<file path="src/rtl/dma_2d_pkg.sv">
// Shared types and constants for the 2D DMA read/write masters.
package dma_2d_pkg;

   typedef enum logic [3:0] {
      ST_IDLE = 4'b0001,
      ST_ADDR = 4'b0010,
      ST_DATA = 4'b0100,
      ST_RESP = 4'b1000
   } state_e;

   localparam logic [1:0] BURST_INCR = 2'b01;
   localparam logic [2:0] SIZE_4B    = 3'b010;
   localparam logic [1:0] RESP_OKAY  = 2'b00;

   localparam int unsigned MAX_BURST_BYTES = 256;
   localparam int unsigned PAGE_BYTES      = 4096;

   function automatic logic [31:0] min_u32(input logic [31:0] a, input logic [31:0] b);
      return (a < b) ? a : b;
   endfunction

endpackage

</file>
<file path="src/rtl/dma_burst_calc.sv">
// Burst sizing: min(256 bytes, bytes left in the line, bytes left in the 4 KB page).
module dma_burst_calc
   import dma_2d_pkg::*;
(
   input  logic [31:0] width_i,
   input  logic [31:0] line_bytes_i,
   input  logic [11:0] page_off_i,
   output logic [31:0] burst_bytes_o,
   output logic [7:0]  burst_len_o
);

   logic [31:0] line_rem;
   logic [31:0] page_rem;

   always_comb begin
      line_rem      = width_i - line_bytes_i;
      page_rem      = 32'(PAGE_BYTES) - {20'd0, page_off_i};
      burst_bytes_o = min_u32(min_u32(32'(MAX_BURST_BYTES), line_rem), page_rem);
      burst_len_o   = 8'((burst_bytes_o >> 2) - 32'd1);
   end

endmodule

</file>
<file path="src/rtl/dma_2d_write_master.sv">
// AXI4 write master draining a FWFT FIFO into a 2D destination rectangle,
// one outstanding burst at a time.
module dma_2d_write_master
   import dma_2d_pkg::*;
#(
   parameter int unsigned C_M_AXI_ID_WIDTH   = 1,
   parameter int unsigned C_M_AXI_ADDR_WIDTH = 32,
   parameter int unsigned C_M_AXI_DATA_WIDTH = 32
) (
   input  logic                          clk,
   input  logic                          reset,
   input  logic                          i_start,
   input  logic [31:0]                   i_dst_addr,
   input  logic [31:0]                   i_img_width,
   input  logic [31:0]                   i_img_height,
   input  logic [31:0]                   i_img_stride,
   output logic                          o_write_done,
   output logic                          o_write_error,
   input  logic                          i_fifo_empty,
   input  logic [31:0]                   i_fifo_data,
   output logic                          o_fifo_pop,
   output logic [C_M_AXI_ID_WIDTH-1:0]   m_axi_awid,
   output logic [C_M_AXI_ADDR_WIDTH-1:0] m_axi_awaddr,
   output logic [7:0]                    m_axi_awlen,
   output logic [2:0]                    m_axi_awsize,
   output logic [1:0]                    m_axi_awburst,
   output logic                          m_axi_awvalid,
   input  logic                          m_axi_awready,
   output logic [C_M_AXI_DATA_WIDTH-1:0] m_axi_wdata,
   output logic [3:0]                    m_axi_wstrb,
   output logic                          m_axi_wlast,
   output logic                          m_axi_wvalid,
   input  logic                          m_axi_wready,
   input  logic [1:0]                    m_axi_bresp,
   input  logic                          m_axi_bvalid,
   output logic                          m_axi_bready
);

   state_e      state_q, state_d;
   logic [31:0] width_q, width_d;
   logic [31:0] height_q, height_d;
   logic [31:0] stride_q, stride_d;
   logic [31:0] cur_addr_q, cur_addr_d;
   logic [31:0] line_start_q, line_start_d;
   logic [31:0] line_bytes_q, line_bytes_d;
   logic [31:0] line_cnt_q, line_cnt_d;
   logic [8:0]  beats_q, beats_d;
   logic [8:0]  beat_cnt_q, beat_cnt_d;
   logic        done_q, done_d;
   logic        error_q, error_d;

   logic [31:0] burst_bytes_c;
   logic [7:0]  burst_len_c;
   logic        wvalid_c;
   logic        wlast_c;
   logic        w_hs_c;
   logic        line_end_c;

   dma_burst_calc u_burst_calc (
      .width_i       (width_q),
      .line_bytes_i  (line_bytes_q),
      .page_off_i    (cur_addr_q[11:0]),
      .burst_bytes_o (burst_bytes_c),
      .burst_len_o   (burst_len_c)
   );

   always_ff @(posedge clk or posedge reset) begin
      if (reset) begin
         state_q      <= ST_IDLE;
         width_q      <= '0;
         height_q     <= '0;
         stride_q     <= '0;
         cur_addr_q   <= '0;
         line_start_q <= '0;
         line_bytes_q <= '0;
         line_cnt_q   <= '0;
         beats_q      <= '0;
         beat_cnt_q   <= '0;
         done_q       <= 1'b0;
         error_q      <= 1'b0;
      end else begin
         state_q      <= state_d;
         width_q      <= width_d;
         height_q     <= height_d;
         stride_q     <= stride_d;
         cur_addr_q   <= cur_addr_d;
         line_start_q <= line_start_d;
         line_bytes_q <= line_bytes_d;
         line_cnt_q   <= line_cnt_d;
         beats_q      <= beats_d;
         beat_cnt_q   <= beat_cnt_d;
         done_q       <= done_d;
         error_q      <= error_d;
      end
   end

   // Next-state and handshake decode.
   always_comb begin
      state_d      = state_q;
      width_d      = width_q;
      height_d     = height_q;
      stride_d     = stride_q;
      cur_addr_d   = cur_addr_q;
      line_start_d = line_start_q;
      line_bytes_d = line_bytes_q;
      line_cnt_d   = line_cnt_q;
      beats_d      = beats_q;
      beat_cnt_d   = beat_cnt_q;
      done_d       = done_q;
      error_d      = error_q;

      wvalid_c   = (state_q == ST_DATA) && !i_fifo_empty;
      wlast_c    = wvalid_c && (beat_cnt_q == (beats_q - 9'd1));
      w_hs_c     = wvalid_c && m_axi_wready;
      line_end_c = (line_bytes_q + burst_bytes_c) >= width_q;

      case (state_q)
         ST_IDLE: begin
            if (i_start) begin
               width_d      = i_img_width;
               height_d     = i_img_height;
               stride_d     = i_img_stride;
               cur_addr_d   = i_dst_addr;
               line_start_d = i_dst_addr;
               line_bytes_d = '0;
               line_cnt_d   = '0;
               error_d      = 1'b0;
               if ((i_img_width == 32'd0) || (i_img_height == 32'd0)) begin
                  done_d = 1'b1;
               end else begin
                  done_d  = 1'b0;
                  state_d = ST_ADDR;
               end
            end
         end
         ST_ADDR: begin
            if (m_axi_awready) begin
               beats_d    = 9'(burst_bytes_c >> 2);
               beat_cnt_d = '0;
               state_d    = ST_DATA;
            end
         end
         ST_DATA: begin
            if (w_hs_c) begin
               beat_cnt_d = beat_cnt_q + 9'd1;
               if (wlast_c) state_d = ST_RESP;
            end
         end
         ST_RESP: begin
            if (m_axi_bvalid) begin
               if (m_axi_bresp != RESP_OKAY) error_d = 1'b1;
               // Line finished: hop to the next line start (stride may wrap negative).
               if (line_end_c) begin
                  line_start_d = line_start_q + stride_q;
                  cur_addr_d   = line_start_q + stride_q;
                  line_bytes_d = '0;
                  line_cnt_d   = line_cnt_q + 32'd1;
               end else begin
                  cur_addr_d   = cur_addr_q + burst_bytes_c;
                  line_bytes_d = line_bytes_q + burst_bytes_c;
               end
               if (line_end_c && (line_cnt_q == (height_q - 32'd1))) begin
                  done_d  = 1'b1;
                  state_d = ST_IDLE;
               end else begin
                  state_d = ST_ADDR;
               end
            end
         end
         default: state_d = ST_IDLE;
      endcase
   end

   assign o_write_done  = done_q;
   assign o_write_error = error_q;
   assign o_fifo_pop    = w_hs_c;

   assign m_axi_awid    = '0;
   assign m_axi_awaddr  = C_M_AXI_ADDR_WIDTH'(cur_addr_q);
   assign m_axi_awlen   = burst_len_c;
   assign m_axi_awsize  = SIZE_4B;
   assign m_axi_awburst = BURST_INCR;
   assign m_axi_awvalid = (state_q == ST_ADDR);
   assign m_axi_wdata   = C_M_AXI_DATA_WIDTH'(i_fifo_data);
   assign m_axi_wstrb   = 4'hF;
   assign m_axi_wlast   = wlast_c;
   assign m_axi_wvalid  = wvalid_c;
   assign m_axi_bready  = (state_q == ST_RESP);

endmodule
</file>
<file path="config.mk">
export PLATFORM = sky130hd
export DESIGN_NAME = dma_2d_write_master
export DESIGN_NICKNAME = d
export VERILOG_FILES = /design/src/rtl/dma_2d_pkg.sv /design/src/rtl/dma_burst_calc.sv /design/src/rtl/dma_2d_write_master.sv
export SDC_FILE = /design/constraint.sdc
export NUM_CORES = 1
export LEC_CHECK = 0
export ABC_AREA = 1
export CAP_MARGIN = 20
export CORE_UTILIZATION = 45
export CTS_CLUSTER_SIZE = 30
export DETAILED_ROUTE_END_ITERATION = 10
export DONT_BUFFER_PORTS = 1
export GPL_ROUTABILITY_DRIVEN = 0
export SLEW_MARGIN = 20
export SYNTH_ARGS = -nofsm -noshare
export SYNTH_HDL_FRONTEND = slang
export SYNTH_SLANG_ARGS = --single-unit
</file>
<file path="constraint.sdc">
create_clock -name clk -period 21.7 [get_ports clk]
set_input_delay 2.17 -clock clk [delete_from_list [all_inputs] [get_ports clk]]
set_output_delay 2.17 -clock clk [all_outputs]
set_load 0.01 [all_outputs]
</file>
# --- Word level (Yosys, flattened, before mapping) ---
# Index checks and enable logic that the tools add are counted.
op_classes:
  mux: 36
  n_addsub: 10
  magnitude_cmp: 3
  n_eq_ne: 15
  reduce_logical: 19
ops:
  columns: ["operator", "count"]
  rows:
  - ["32-bit two-way mux", 12]
  - ["32-bit one-hot mux with 2 select lines", 4]
  - ["32-bit adder", 3]
  - ["32-bit zero test", 2]
  - ["32-bit by 1-bit adder with 32-bit output (second input constant)", 1]
  - ["32-bit equality test", 1]
  - ["32-bit greater-or-equal comparator", 1]
  - ["32-bit less-than comparator", 1]
  - ["9-bit by 32-bit less-than comparator with 1-bit output (first input constant)", 1]
  - ["32-bit by 1-bit subtractor with 32-bit output (second input constant)", 1]
  - ["32-bit subtractor", 1]
  - ["4-bit two-way mux", 6]
  - ["9-bit two-way mux", 2]
  - ["9-bit one-hot mux with 2 select lines", 1]
  - ["4-bit one-hot mux with 4 select lines", 1]
  - ["13-bit by 12-bit subtractor with 14-bit output (first input constant)", 1]
  - ["4-bit AND reduction", 3]
  - ["2-bit != test (second input constant)", 5]
  - ["9-bit by 1-bit adder with 9-bit output (second input constant)", 1]
  - ["9-bit equality test", 1]
  - ["9-bit by 1-bit subtractor with 9-bit output (second input constant)", 1]
  - ["2-bit by 1-bit != test with 1-bit output (second input constant)", 4]
  - ["8-bit by 1-bit subtractor with 8-bit output (second input constant)", 1]
  - ["1-bit two-way mux", 7]
  - ["13 further kinds", 21]
word_totals:
  wordCells: 95
  in_bits: 169
  regBits: 248
  output_inout_bits: 89

# --- Depth between registers and ports, before layout ---
# Gate-level depths: netlist of run 1.
depth:
  depth_word: 11
  mapped_depth: 65
  depth_no_buf: 65

# --- Cells and area by module ---
# A second synthesis of run 1 with hierarchy kept.
hier_totals:
  cells_unflattened: 3513
  area_unflattened_um2: 23168.5
by_module_without_submodules:
  columns: ["module", "cells_per_inst", "seq_area_each_um2", "instances", "area_per_inst_um2"]
  rows:
  - ["dma_2d_write_master", 2679, 6207.2, 1, 19040.8]
  - ["dma_burst_calc", 834, 0.0, 1, 4127.7]

# --- Least setup slack after synthesis of run 1 ---
# OpenSTA, ideal clock, no wires.
synth_timing:
  path_kind: "reg2reg"
  from: "reg line_bytes_q[0]"
  to: "reg line_start_q[0]"
  t_arrival_ns: 8.440
  synth_period_minus_slack_ns: 8.581
  setup_ns: 0.141
  n_path_buf: 3
  path_stages_with_launch: 56
  path_slack_ns: 13.119
  required_ns: 21.559
  path_cell_list: "dfrtp_1 ha_1 fa_1 inv_1 nand3_1 nand2_2 nand2_1 nand2_2 nand2_1 nand3_1 nand2_1 nor2_1 nand3_1 nor3_1 nand4_1 nand3b_1 nor2_1 inv_1 (+20 left out) nand2_1 nand2_1 xor2_1 ha_1 nand2_1 inv_1 nand3_1 nor3_1 nor4b_1 nand4_1 and3_1 nand2_1 nand2_1 inv_1 buf_2 buf_1 buf_1 a31oi_1"
synth_between:
  elab_chain_cells: 9
synth_lines:
  columns: ["item", "line_no", "source"]
  rows:
  - ["from (decl)", "dma_2d_write_master.sv:45", "logic [31:0] line_bytes_q, line_bytes_d;"]
  - ["from (signal assigned)", "dma_2d_write_master.sv:88", "line_bytes_q <= line_bytes_d;"]
  - ["32-bit subtractor", "dma_burst_calc.sv:16", "line_rem = width_i - line_bytes_i;"]
  - ["9-bit by 32-bit less-than comparator with 1-bit output", "dma_2d_pkg.sv:19", "return (a < b) ? a : b;"]
  - ["32-bit two-way mux", "dma_2d_pkg.sv:19", null]
  - ["32-bit less-than comparator", "dma_2d_pkg.sv:19", null]
  - ["32-bit two-way mux", "dma_2d_pkg.sv:19", null]
  - ["32-bit adder (*)", "dma_2d_write_master.sv:115", "line_end_c = (line_bytes_q + burst_bytes_c) >= width_q;"]
  - ["32-bit greater-or-equal comparator (*)", "dma_2d_write_master.sv:115", null]
  - ["2-bit by 1-bit != test with 1-bit output (no line) (*)", null, null]
  - ["4-bit AND reduction (no line) (*)", null, null]
  - ["to (signal assigned)", "dma_2d_write_master.sv:87", "line_start_q <= line_start_d;"]
  - ["to (decl)", "dma_2d_write_master.sv:44", "logic [31:0] line_start_q, line_start_d;"]
# Every way passes the cells marked *; elsewhere a longest branch is shown, timed or not.
# A chain may end at the register's enable or synchronous reset.

# --- Worst setup path after layout of run 1 ---
layout_timing:
  from: "reg line_bytes_q[0]"
  to: "reg line_cnt_q[30]"
layout_between:
  elab_chain_cells: 9
layout_lines:
  columns: ["item", "line_no", "source"]
  rows:
  - ["32-bit subtractor", "dma_burst_calc.sv:16", null]
  - ["9-bit by 32-bit less-than comparator with 1-bit output", "dma_2d_pkg.sv:19", null]
  - ["32-bit two-way mux", "dma_2d_pkg.sv:19", null]
  - ["32-bit less-than comparator", "dma_2d_pkg.sv:19", null]
  - ["32-bit two-way mux", "dma_2d_pkg.sv:19", null]
  - ["32-bit adder (*)", "dma_2d_write_master.sv:115", null]
  - ["32-bit greater-or-equal comparator (*)", "dma_2d_write_master.sv:115", null]
  - ["2-bit by 1-bit != test with 1-bit output (no line) (*)", null, null]
  - ["4-bit AND reduction (no line) (*)", null, null]
  - ["to (signal assigned)", "dma_2d_write_master.sv:89", "line_cnt_q <= line_cnt_d;"]
  - ["to (decl)", "dma_2d_write_master.sv:46", "logic [31:0] line_cnt_q, line_cnt_d;"]
# Marked as above.

==> results of run 1 <==
layer usage:
layer | global-route usage | share of wire | routed length, um | vias to the layer above
met5 | 0 | 0.00019 | 12 | -
met2 | 0.411 | 0.44 | 27100 | 507
met3 | 0.0357 | 0.058 | 3600 | 85
met4 | 0.0870 | 0.029 | 1790 | 2
li1 | - | - | - | 9599
met1 | 0.375 | 0.48 | 29400 | 8988
layout make-up:
| type | instances | area, um2 | area share |
|---|---|---|---|
| antenna | 5 | 12.5 | 0.000566 |
| clock buffer | 45 | 888 | 0.0402 |
| clock inverter | 13 | 176 | 0.00798 |
| inverter | 386 | 1460 | 0.0659 |
| multi-input combinational | 2275 | 12500 | 0.567 |
| sequential | 248 | 6210 | 0.281 |
| tap | 592 | 741 | 0.0335 |
| timing repair buffer | 12 | 90.1 | 0.00407 |
synthesized netlist by cell type, drive strengths merged (9+ instances only):
master / count / share of area
a21boi: 11 / 0.0040
nor3: 49 / 0.012
a21oi: 182 / 0.045
nor4: 41 / 0.012
o21a: 9 / 0.0033
inv: 384 / 0.070
nand3: 105 / 0.027
ha: 175 / 0.11
nand3b: 11 / 0.0040
a31oi: 60 / 0.018
dfrtp: 247 / 0.30
xnor2: 54 / 0.023
xor2: 108 / 0.046
buf: 56 / 0.018
nand2: 845 / 0.16
clkbuf: 46 / 0.0084
nand4: 30 / 0.0094
nor2: 261 / 0.049
o21ai: 206 / 0.051
stage by stage:
step	area, um2	worst slack [ns]	instances
detailed placement	21000	10.53	3513
CTS	22100	10.46	3571
finish	22100	10.38	3576
global placement	21000	10.82	3513
global route	22100	9.10	3576
floorplan	20700	12.72	3011
state kept, by name, summed over array words and instances, names as in the netlist:
register,count
beats_q,9
o_write_done,1
m_axi_awaddr,32
stride_q,32
beat_cnt_q,9
line_start_q,32
height_q,32
o_write_error,1
line_bytes_q,32
state_q,4
line_cnt_q,32
width_q,32
kinds of logic after synthesis:
group	count (synthesis)
flip-flops	248
AO/OA/AOI/OAI	518
XOR/XNOR	162
AND/OR/NAND/NOR	1366
adder cells (fa/ha/maj)	179
buffers and inverters	488
other	2
path summary, 6_finish.rpt:
path	cells after the start	from	endpoint
setup / recovery	55	line_bytes_q[0]	line_cnt_q[30]
hold / removal	2	stride_q[8]	stride_q[8]
setup reg to reg	55	line_bytes_q[0]	line_cnt_q[30]
hold reg to reg	2	stride_q[8]	stride_q[8]
max in group asynchronous	2	reset	line_start_q[15]
min in group asynchronous	1	reset	width_q[25]
report_power, final:
part           switching (W)  internal, W  leakage [nW]  total [W]
clock network       0.000219     0.000321         0.508   0.000540
logic                0.00136     0.000712          7.59    0.00207
registers           0.000187     0.000631          3.10   0.000819
total                0.00177      0.00166          11.2    0.00343
worst max-delay path, delay by kind of cell, from the launching register on:
| kind | cells | cell delay, ns |
|---|---|---|
| DFF | 1 | 0.42 |
| adders and majority gates | 5 | 1.45 |
| xor gates and xnor gates | 1 | 0.17 |
| buffers and inverters | 7 | 1.25 |
| AOI/OAI and AO/OA | 15 | 3.32 |
| and+or+nand+nor | 27 | 4.56 |
==> results.md, run 1 <==
* CORE AREA at 44600 um2
* Final HPWL DP at 48400 um
* Simple-gate share of the synthesized area at 0.281
* # setup viols final at 0
* Main synth FF type: dfrtp_1
* Most frequent cells in the layout: nand2_1 (821), inv_1 (379), nor2_1 (249), dfrtp_1 (247), o21ai_0 (192)
* Critical path's most frequent cell: nand2_1
* Clk pin slew, worst setup/hold paths at 0.06 ns
* Syn Area/Cell at about 6.9 um2
* Maximum level of the CTS H-tree at 1
* #FFs+latches synth at about 250
* Hold slack at 0.483 ns
* Die Span Y at between 200 and 250 um
* First-pass GRT wire length at 97900 um
* Slowest Stage Delay on Critical Path at approximately 0.6 ns
* CTS tree: done
* RSZ-0062 raised after global routing: no
* Standard-cell rows at between 70 and 80
* Sink Count at 248
* Worst EP required at 22.19 ns
* TritonCTS Buffers at 31
* DR iter-0 viols at 1501
* FILL cells at 4506
* Peak supply drop at around 0.079 mV
* Post-CTS Hold Fix Bufs at 0
* Final Hold Vio Count at 0
* Layout cell share with drive strength beyond 1 at 0.0416
* CP arrival at between 10 and 15 ns
* Sequential share of the synthesized area at 0.302
* Slew @ Worst Pin at 1.06 ns
* Initial antenna violation count at 7
* Period utilisation layout at 0.522
* Die area at 46500 um2
* Max FO, Critical Path at 74
* Max Cap Violations at 0
* Ports at 258
* Critical path's slowest cell: a21oi_1
* Yosys warnings at 0
* Ys async rst share at 1.00
* WL/cell at ~17 um
* Status: complete, no violations
* Hold Path Class: reg -> reg
* Vias in the first global route at 18200
* Skew-Pair Late Insertion Delay at 0.60 ns
* Adder-Cell Fraction of Synth Area at 0.110
* Vias per cell at 5.36
* Cell area after synthesis at 20500 um2
* GRT Total Usage at 0.264
* Starting density of the core at 0.461
* Chip Width at 216 um
* Post-synthesis cell count at between 2000 and 3000
* Power, Total at 0.00343 W
* Final setup TNS at 0 ns
* Leak at 11.2 nW
* Port-buffer cells at 0
* Synth-to-Final Area Change at 7.60%
* Most common cell after layout, fill and taps aside: nand2_1
* Vias at 19200
* Max-slew violation count at 0
* Total gr overflow at 0
* Netlist cell types at 61
* EDFF count, synth at 0
* Clock Tree Root: clkbuf_16
* Max Clock Freq at 88.3 MHz
* Synth Area in Compound Gates at 0.140
* WS Path Type: reg -> reg
* Synth Area in XOR/XNOR at 0.0691
* Max-slew headroom at 0.293
* Routed Antenna Nets at 0
* Drt pass-1 iters at 6
* Largest family of logic cells by synthesized area: simple AND/OR/NAND/NOR gates
* Nature of the critical path endpoint: flip-flop
* Startpoint Class: flip-flop
* Final routed DRC violation total at 0
* Pwr dens at 155 nW/um2
* Tmin final at approximately 11 ns
* Final Skew at 0.0139 ns
* Cts repair resizes at 0
* Multiplexer share of the synthesized area at 0
* Post-layout util at 0.496
* Clk buf depth at 3
* Pin count of the biggest net entering global routing at 126
* R2r setup slk at 10.38 ns
* Routed Wire Length at 61900 um
* Postcts setup bufs at 0
* Final nets at between 3000 and 4000
Power figures use the tool's default switching activity.
==> run 2, diff against run 1 <==
- clock period: 21.7 -> 11.55 ns (I/O delays scaled with it)
==> run 2 against run 1 <==
  * Cell count hardly changed
  * Clock-buffer cell count shrank 8
  * Cell area grew 0.27%
  * Global-route usage up 0.24 points
  * Highest routed layer unchanged
==> results.md, run 2 (synthesis results as in run 1) <==
* Clock Tree Root: clkbuf_16
* Worst setup endpoint: line_start_q[23]
* Critical R2R Capture: line_start_q[23]
* Hold Path Class: reg -> reg
* RSZ-0062 raised after global routing: no
* CORE AREA at 44600 um2
* Max Cap Violations at 0
* # setup viols final at 0
* Clk pin slew, worst setup/hold paths at 0.06 ns
* Final Hold Vio Count at 0
* R2r setup slk at 0.74 ns
* Standard-cell rows at 77
* Status: complete, no violations
* Peak supply drop at 0.143 mV
* Period utilisation layout at 0.936
* Skew-Pair Late Insertion Delay at 0.60 ns
* Sink Count at 248
* Ports at 258
* Chip Width at 216 um
* Worst reg2reg startpoint: line_bytes_q[0]
* Port-buffer cells at 0
* Max Clock Freq at 92.5 MHz
* WS Path Type: reg -> reg
* Max-slew violation count at 0
* WL/cell at between 15 and 20 um
* CP arrival at 11.34 ns
* Critical path's most frequent cell: nand2_1
* Most frequent cells in the layout: nand2_1 (821), inv_1 (379), nor2_1 (249), dfrtp_1 (247), o21ai_0 (192)
* Slowest Stage Delay on Critical Path at 0.57 ns
* Vias at 19300
* Die area at 46500 um2
* Nature of the critical path endpoint: flip-flop
* First-pass GRT wire length at between 90000 and 100000 um
* Slew @ Worst Pin at 1.04 ns
* Cells on worst reg2reg path at 52
* CTS tree: done
* Initial antenna violation count at 11
* GRT Total Usage at 0.266
* Final setup TNS at 0 ns
* Vias in the first global route at between 15000 and 20000
* Synth-to-Final Area Change at 7.89%
* Final HPWL DP at 49100 um
* Clk buf depth at 3
* DR iter-0 viols at 1587
* Vias per cell at ~5.4
* Max-slew headroom at 0.306
* Routed Wire Length at 62500 um
* Final nets at 3303
* Maximum level of the CTS H-tree at 1
* Most common cell after layout, fill and taps aside: nand2_1
* Pin count of the biggest net entering global routing at 119
* Final routed DRC violation total at 0
* Starting density of the core at 0.461
* Tmin final at 10.81 ns
* Critical path's slowest cell: buf_4
* Worst setup path start: line_bytes_q[0]
* Final Skew at 0.0138 ns
* Startpoint Class: flip-flop
* Leak at roughly 11 nW
* Hold slack at 0.484 ns
* Worst EP required at around 12 ns
* TritonCTS Buffers at 31
* Postcts setup bufs at 0
* Layout cell share with drive strength beyond 1 at 0.0447
* Routed Antenna Nets at 0
* Max FO, Critical Path at 65
* Die Span Y at 216 um
* Drt pass-1 iters at 6
* Pwr dens at 293 nW/um2
* Total gr overflow at 0
-- run 2: cell types whose count changed in the layout (fill, tap and decap cells not counted), sizes merged --
cell      delta
buf          +1
clkinv       +4
clkinvlp     -3
diode        -1
clkbuf       -8
inv          +2
bufinv       +2
-- run 2: worst min-delay path by stage --
| stage | from | end | slack [ns] | cells after the start |
|---|---|---|---|---|
| 6_report | stride_q[12] | stride_q[12] | 0.48 | 2 |
| 5_1_grt | stride_q[13] | stride_q[13] | 0.51 | 2 |
| 4_1_cts | stride_q[10] | stride_q[10] | 0.49 | 2 |
| 2_1_floorplan | stride_q[0] | stride_q[0] | 0.45 | 2 |
| 3_3_place_gp | stride_q[10] | stride_q[10] | 0.47 | 2 |
| 3_5_place_dp | stride_q[10] | stride_q[10] | 0.47 | 2 |
-- run 2: routing by layer --
layer | wire length, um | vias up | GRT usage
met5 | 83 | - | 0
met4 | 1870 | 14 | 0.0813
met3 | 4520 | 122 | 0.0438
met2 | 27300 | 587 | 0.416
met1 | 28700 | 9025 | 0.375
li1 | - | 9597 | -
-- run 2: repair_timing --
item / CTS / global route
hold buffers: 0 / 0
resized for setup: 0 / 5
endpoints found under the setup margin: 0 / 74
hold endpoints to repair: 0 / 0
-- run 2: layout make-up --
type                       instances  area (um2)
clock buffer                      37         848
fill                            4516       22400
timing repair buffer              13        97.6
tap                              592         741
inverter                         386        1460
clock inverter                    18         244
sequential                       248        6210
multi-input combinational       2275       12600
antenna                            4        10.0
-- run 2: critical path, delay by kind of cell (launching register included) --
kind	cells	cell delay (ns)
DFF	1	0.41
and+or+nand+nor	24	4.05
buffers and inverters	6	1.08
xor gates and xnor gates	2	0.19
AOI/OAI and AO/OA	14	3.17
adders and majority gates	6	1.79
-- run 2: power breakdown --
group / switching (W) / internal (W) / leakage (nW)
Sequential: 0.000349 / 0.00119 / 3.10
Clock: 0.000415 / 0.000635 / 0.544
Combinational: 0.00258 / 0.00134 / 7.61
-- run 2: through the flow --
stage | worst slack (ns) | power [W] | instance area [um2] | std cells | util
global placement | 1.03 | 0.00530 | 21000 | 3514 | 0.472
CTS | 0.458 | 0.00646 | 22100 | 3569 | 0.496
detailed placement | 0.535 | 0.00537 | 21000 | 3514 | 0.472
finish | 0.743 | 0.00650 | 22200 | 3573 | 0.497
floorplan | 2.97 | 0.00443 | 20700 | 3011 | -
global route | 0.00100 | 0.00713 | 22200 | 3572 | 0.497
==> run 3, diff against run 2 <==
- RECOVER_POWER: default -> 50
==> run 3 against run 2 <==
  * The run now ends with max-capacitance violations, max-slew violations left
  * Power is essentially flat
  * Die area unchanged
  * Critical path depth is the same
  * Critical endpoint unchanged
  * Clock-buffer cell count unchanged
  * Cell count did not move
  * Global-route usage unchanged
  * Cell area hardly changed
  * Register-to-register slack better by 0.03 ns
==> results.md, run 3 (synthesis results as in run 1) <==
* Status: finished, violations left
* Violated checks: max-capacitance violations, max-slew violations
* Drt pass-1 iters at 6
* Pin count of the biggest net entering global routing at between 100 and 150
* Total gr overflow at 0
* WL/cell at approximately 17 um
* Max-slew violation count at around 250
* Routed Antenna Nets at 0
* # setup viols final at 0
* Vias per cell at 5.41
* RSZ-0062 raised after global routing: no
* Skew-Pair Late Insertion Delay at roughly 0.60 ns
* Final nets at about 3300
* Cells on worst reg2reg path at 52
* Max Clock Freq at 92.8 MHz
* Die area at roughly 47000 um2
* Die Span Y at 216 um
* TritonCTS Buffers at 31
* Postcts setup bufs at 0
* Vias in the first global route at 18400
* GRT Total Usage at 0.266
* Critical R2R Capture: line_start_q[23]
* Initial antenna violation count at 11
* Startpoint Class: flip-flop
* Synth-to-Final Area Change at 7.82%
* Pwr dens at 293 nW/um2
* CTS tree: done
* Vias at 19300
* Leak at ~11 nW
* Nature of the critical path endpoint: flip-flop
* Worst reg2reg startpoint: line_bytes_q[0]
* Final routed DRC violation total at 0
* Tmin final at 10.78 ns
* FILL cells at ~4500
* Final Skew at 0.0158 ns
* Starting density of the core at 0.461
* Instance count on the critical path at 52
* Slowest Stage Delay on Critical Path at 0.57 ns
* Bufs and invs on worst path at 6
* Final Hold Vio Count at 0
* Sink Count at 248
* WS Path Type: reg -> reg
* Slew @ Worst Pin at 5.70 ns
* R2r setup slk at 0.77 ns
* Clk buf depth at 3
* Worst EP required at approximately 12 ns
* Power, Total at between 0.006 and 0.007 W
* Max Cap Violations at 3
* Clock Tree Root: clkbuf_16
* Critical path's slowest cell: buf_4
* Clk pin slew, worst setup/hold paths at about 0.060 ns
* First-pass GRT wire length at 98900 um
* Maximum level of the CTS H-tree at 1
* Layout cell share with drive strength beyond 1 at 0.0440
* CP arrival at 11.32 ns
* Ports at around 260
* Standard-cell rows at 77
* Max FO, Critical Path at 65
* DR iter-0 viols at 1587
* Routed Wire Length at 62500 um
* Worst setup path start: line_bytes_q[0]
* CORE AREA at 44600 um2
* Max-slew headroom at -2.82
* Final HPWL DP at a little under 50000 um
* Hold Path Class: reg -> reg
* Final setup TNS at 0 ns
* Most common cell after layout, fill and taps aside: nand2_1
* Port-buffer cells at 0
* Critical path's most frequent cell: nand2_1
* Worst setup endpoint: line_start_q[23]
* Chip Width at about 220 um
* Most frequent cells in the layout: nand2_1 (821), inv_1 (379), nor2_1 (249), dfrtp_1 (247), o21ai_0 (192)
* Delay-heaviest family, CP: simple AND/OR/NAND/NOR gates
* Period utilisation layout at 0.933
* Peak supply drop at 0.142 mV
==> run 3: layout make-up <==
cell class,instances,area [um2],share of cell area
diodes,4,10.0,0.000452
clock buffers,37,848,0.0383
clock inverters,18,244,0.0110
inverters,386,1450,0.0655
multi-input cells,2275,12600,0.567
flip-flops and latches,248,6210,0.280
well taps,592,741,0.0334
repair buffers,13,90.1,0.00407
==> run 3: where the power goes <==
part / leakage (nW) / internal, W / switching [W]
Combinational: 7.59 / 0.00134 / 0.00258
Clock: 0.544 / 0.000635 / 0.000414
Sequential: 3.10 / 0.00119 / 0.000349
==> run 3: how the worst min path moves through the flow <==
| stage | to | start | cells after the start |
|---|---|---|---|
| 2_1_floorplan | stride_q[0] | stride_q[0] | 2 |
| 3_5_place_dp | stride_q[10] | stride_q[10] | 2 |
| 5_1_grt | stride_q[13] | stride_q[13] | 2 |
| 6_report | stride_q[12] | stride_q[12] | 2 |
| 4_1_cts | stride_q[10] | stride_q[10] | 2 |
| 3_3_place_gp | stride_q[10] | stride_q[10] | 2 |
==> run 3: per-stage QoR <==
stage	util	hold WS (ns)	std cells	setup WS (ns)	instance area [um2]
after floorplan	-	0.448	3011	2.97	20700
after global placement	0.472	0.467	3514	1.03	21000
after detailed placement	0.472	0.469	3514	0.535	21000
after CTS	0.496	0.486	3569	0.458	22100
after global routing	0.497	0.509	3572	0.00100	22200
final	0.497	0.484	3573	0.769	22200
==> run 3: metal layers <==
layer | vias to the layer above | GRT usage | wire length (um)
met4 | 14 | 0.0813 | 1890
met3 | 124 | 0.0438 | 4460
met5 | - | 0 | 83
met1 | 9017 | 0.375 | 28700
li1 | 9597 | - | -
met2 | 578 | 0.416 | 27300
==> run 3: tightest hold or removal path: cells and delay by family (launching register included) <==
family,cells,cell delay [ns]
AND/OR/NAND/NOR,2,0.11
flip-flops,1,0.35
==> run 3: repair_timing <==
action / 4_1_cts / 5_1_grt
hold buffers: 0 / 0
endpoints found under the setup margin: 0 / 74
gates resized for setup: 0 / 5
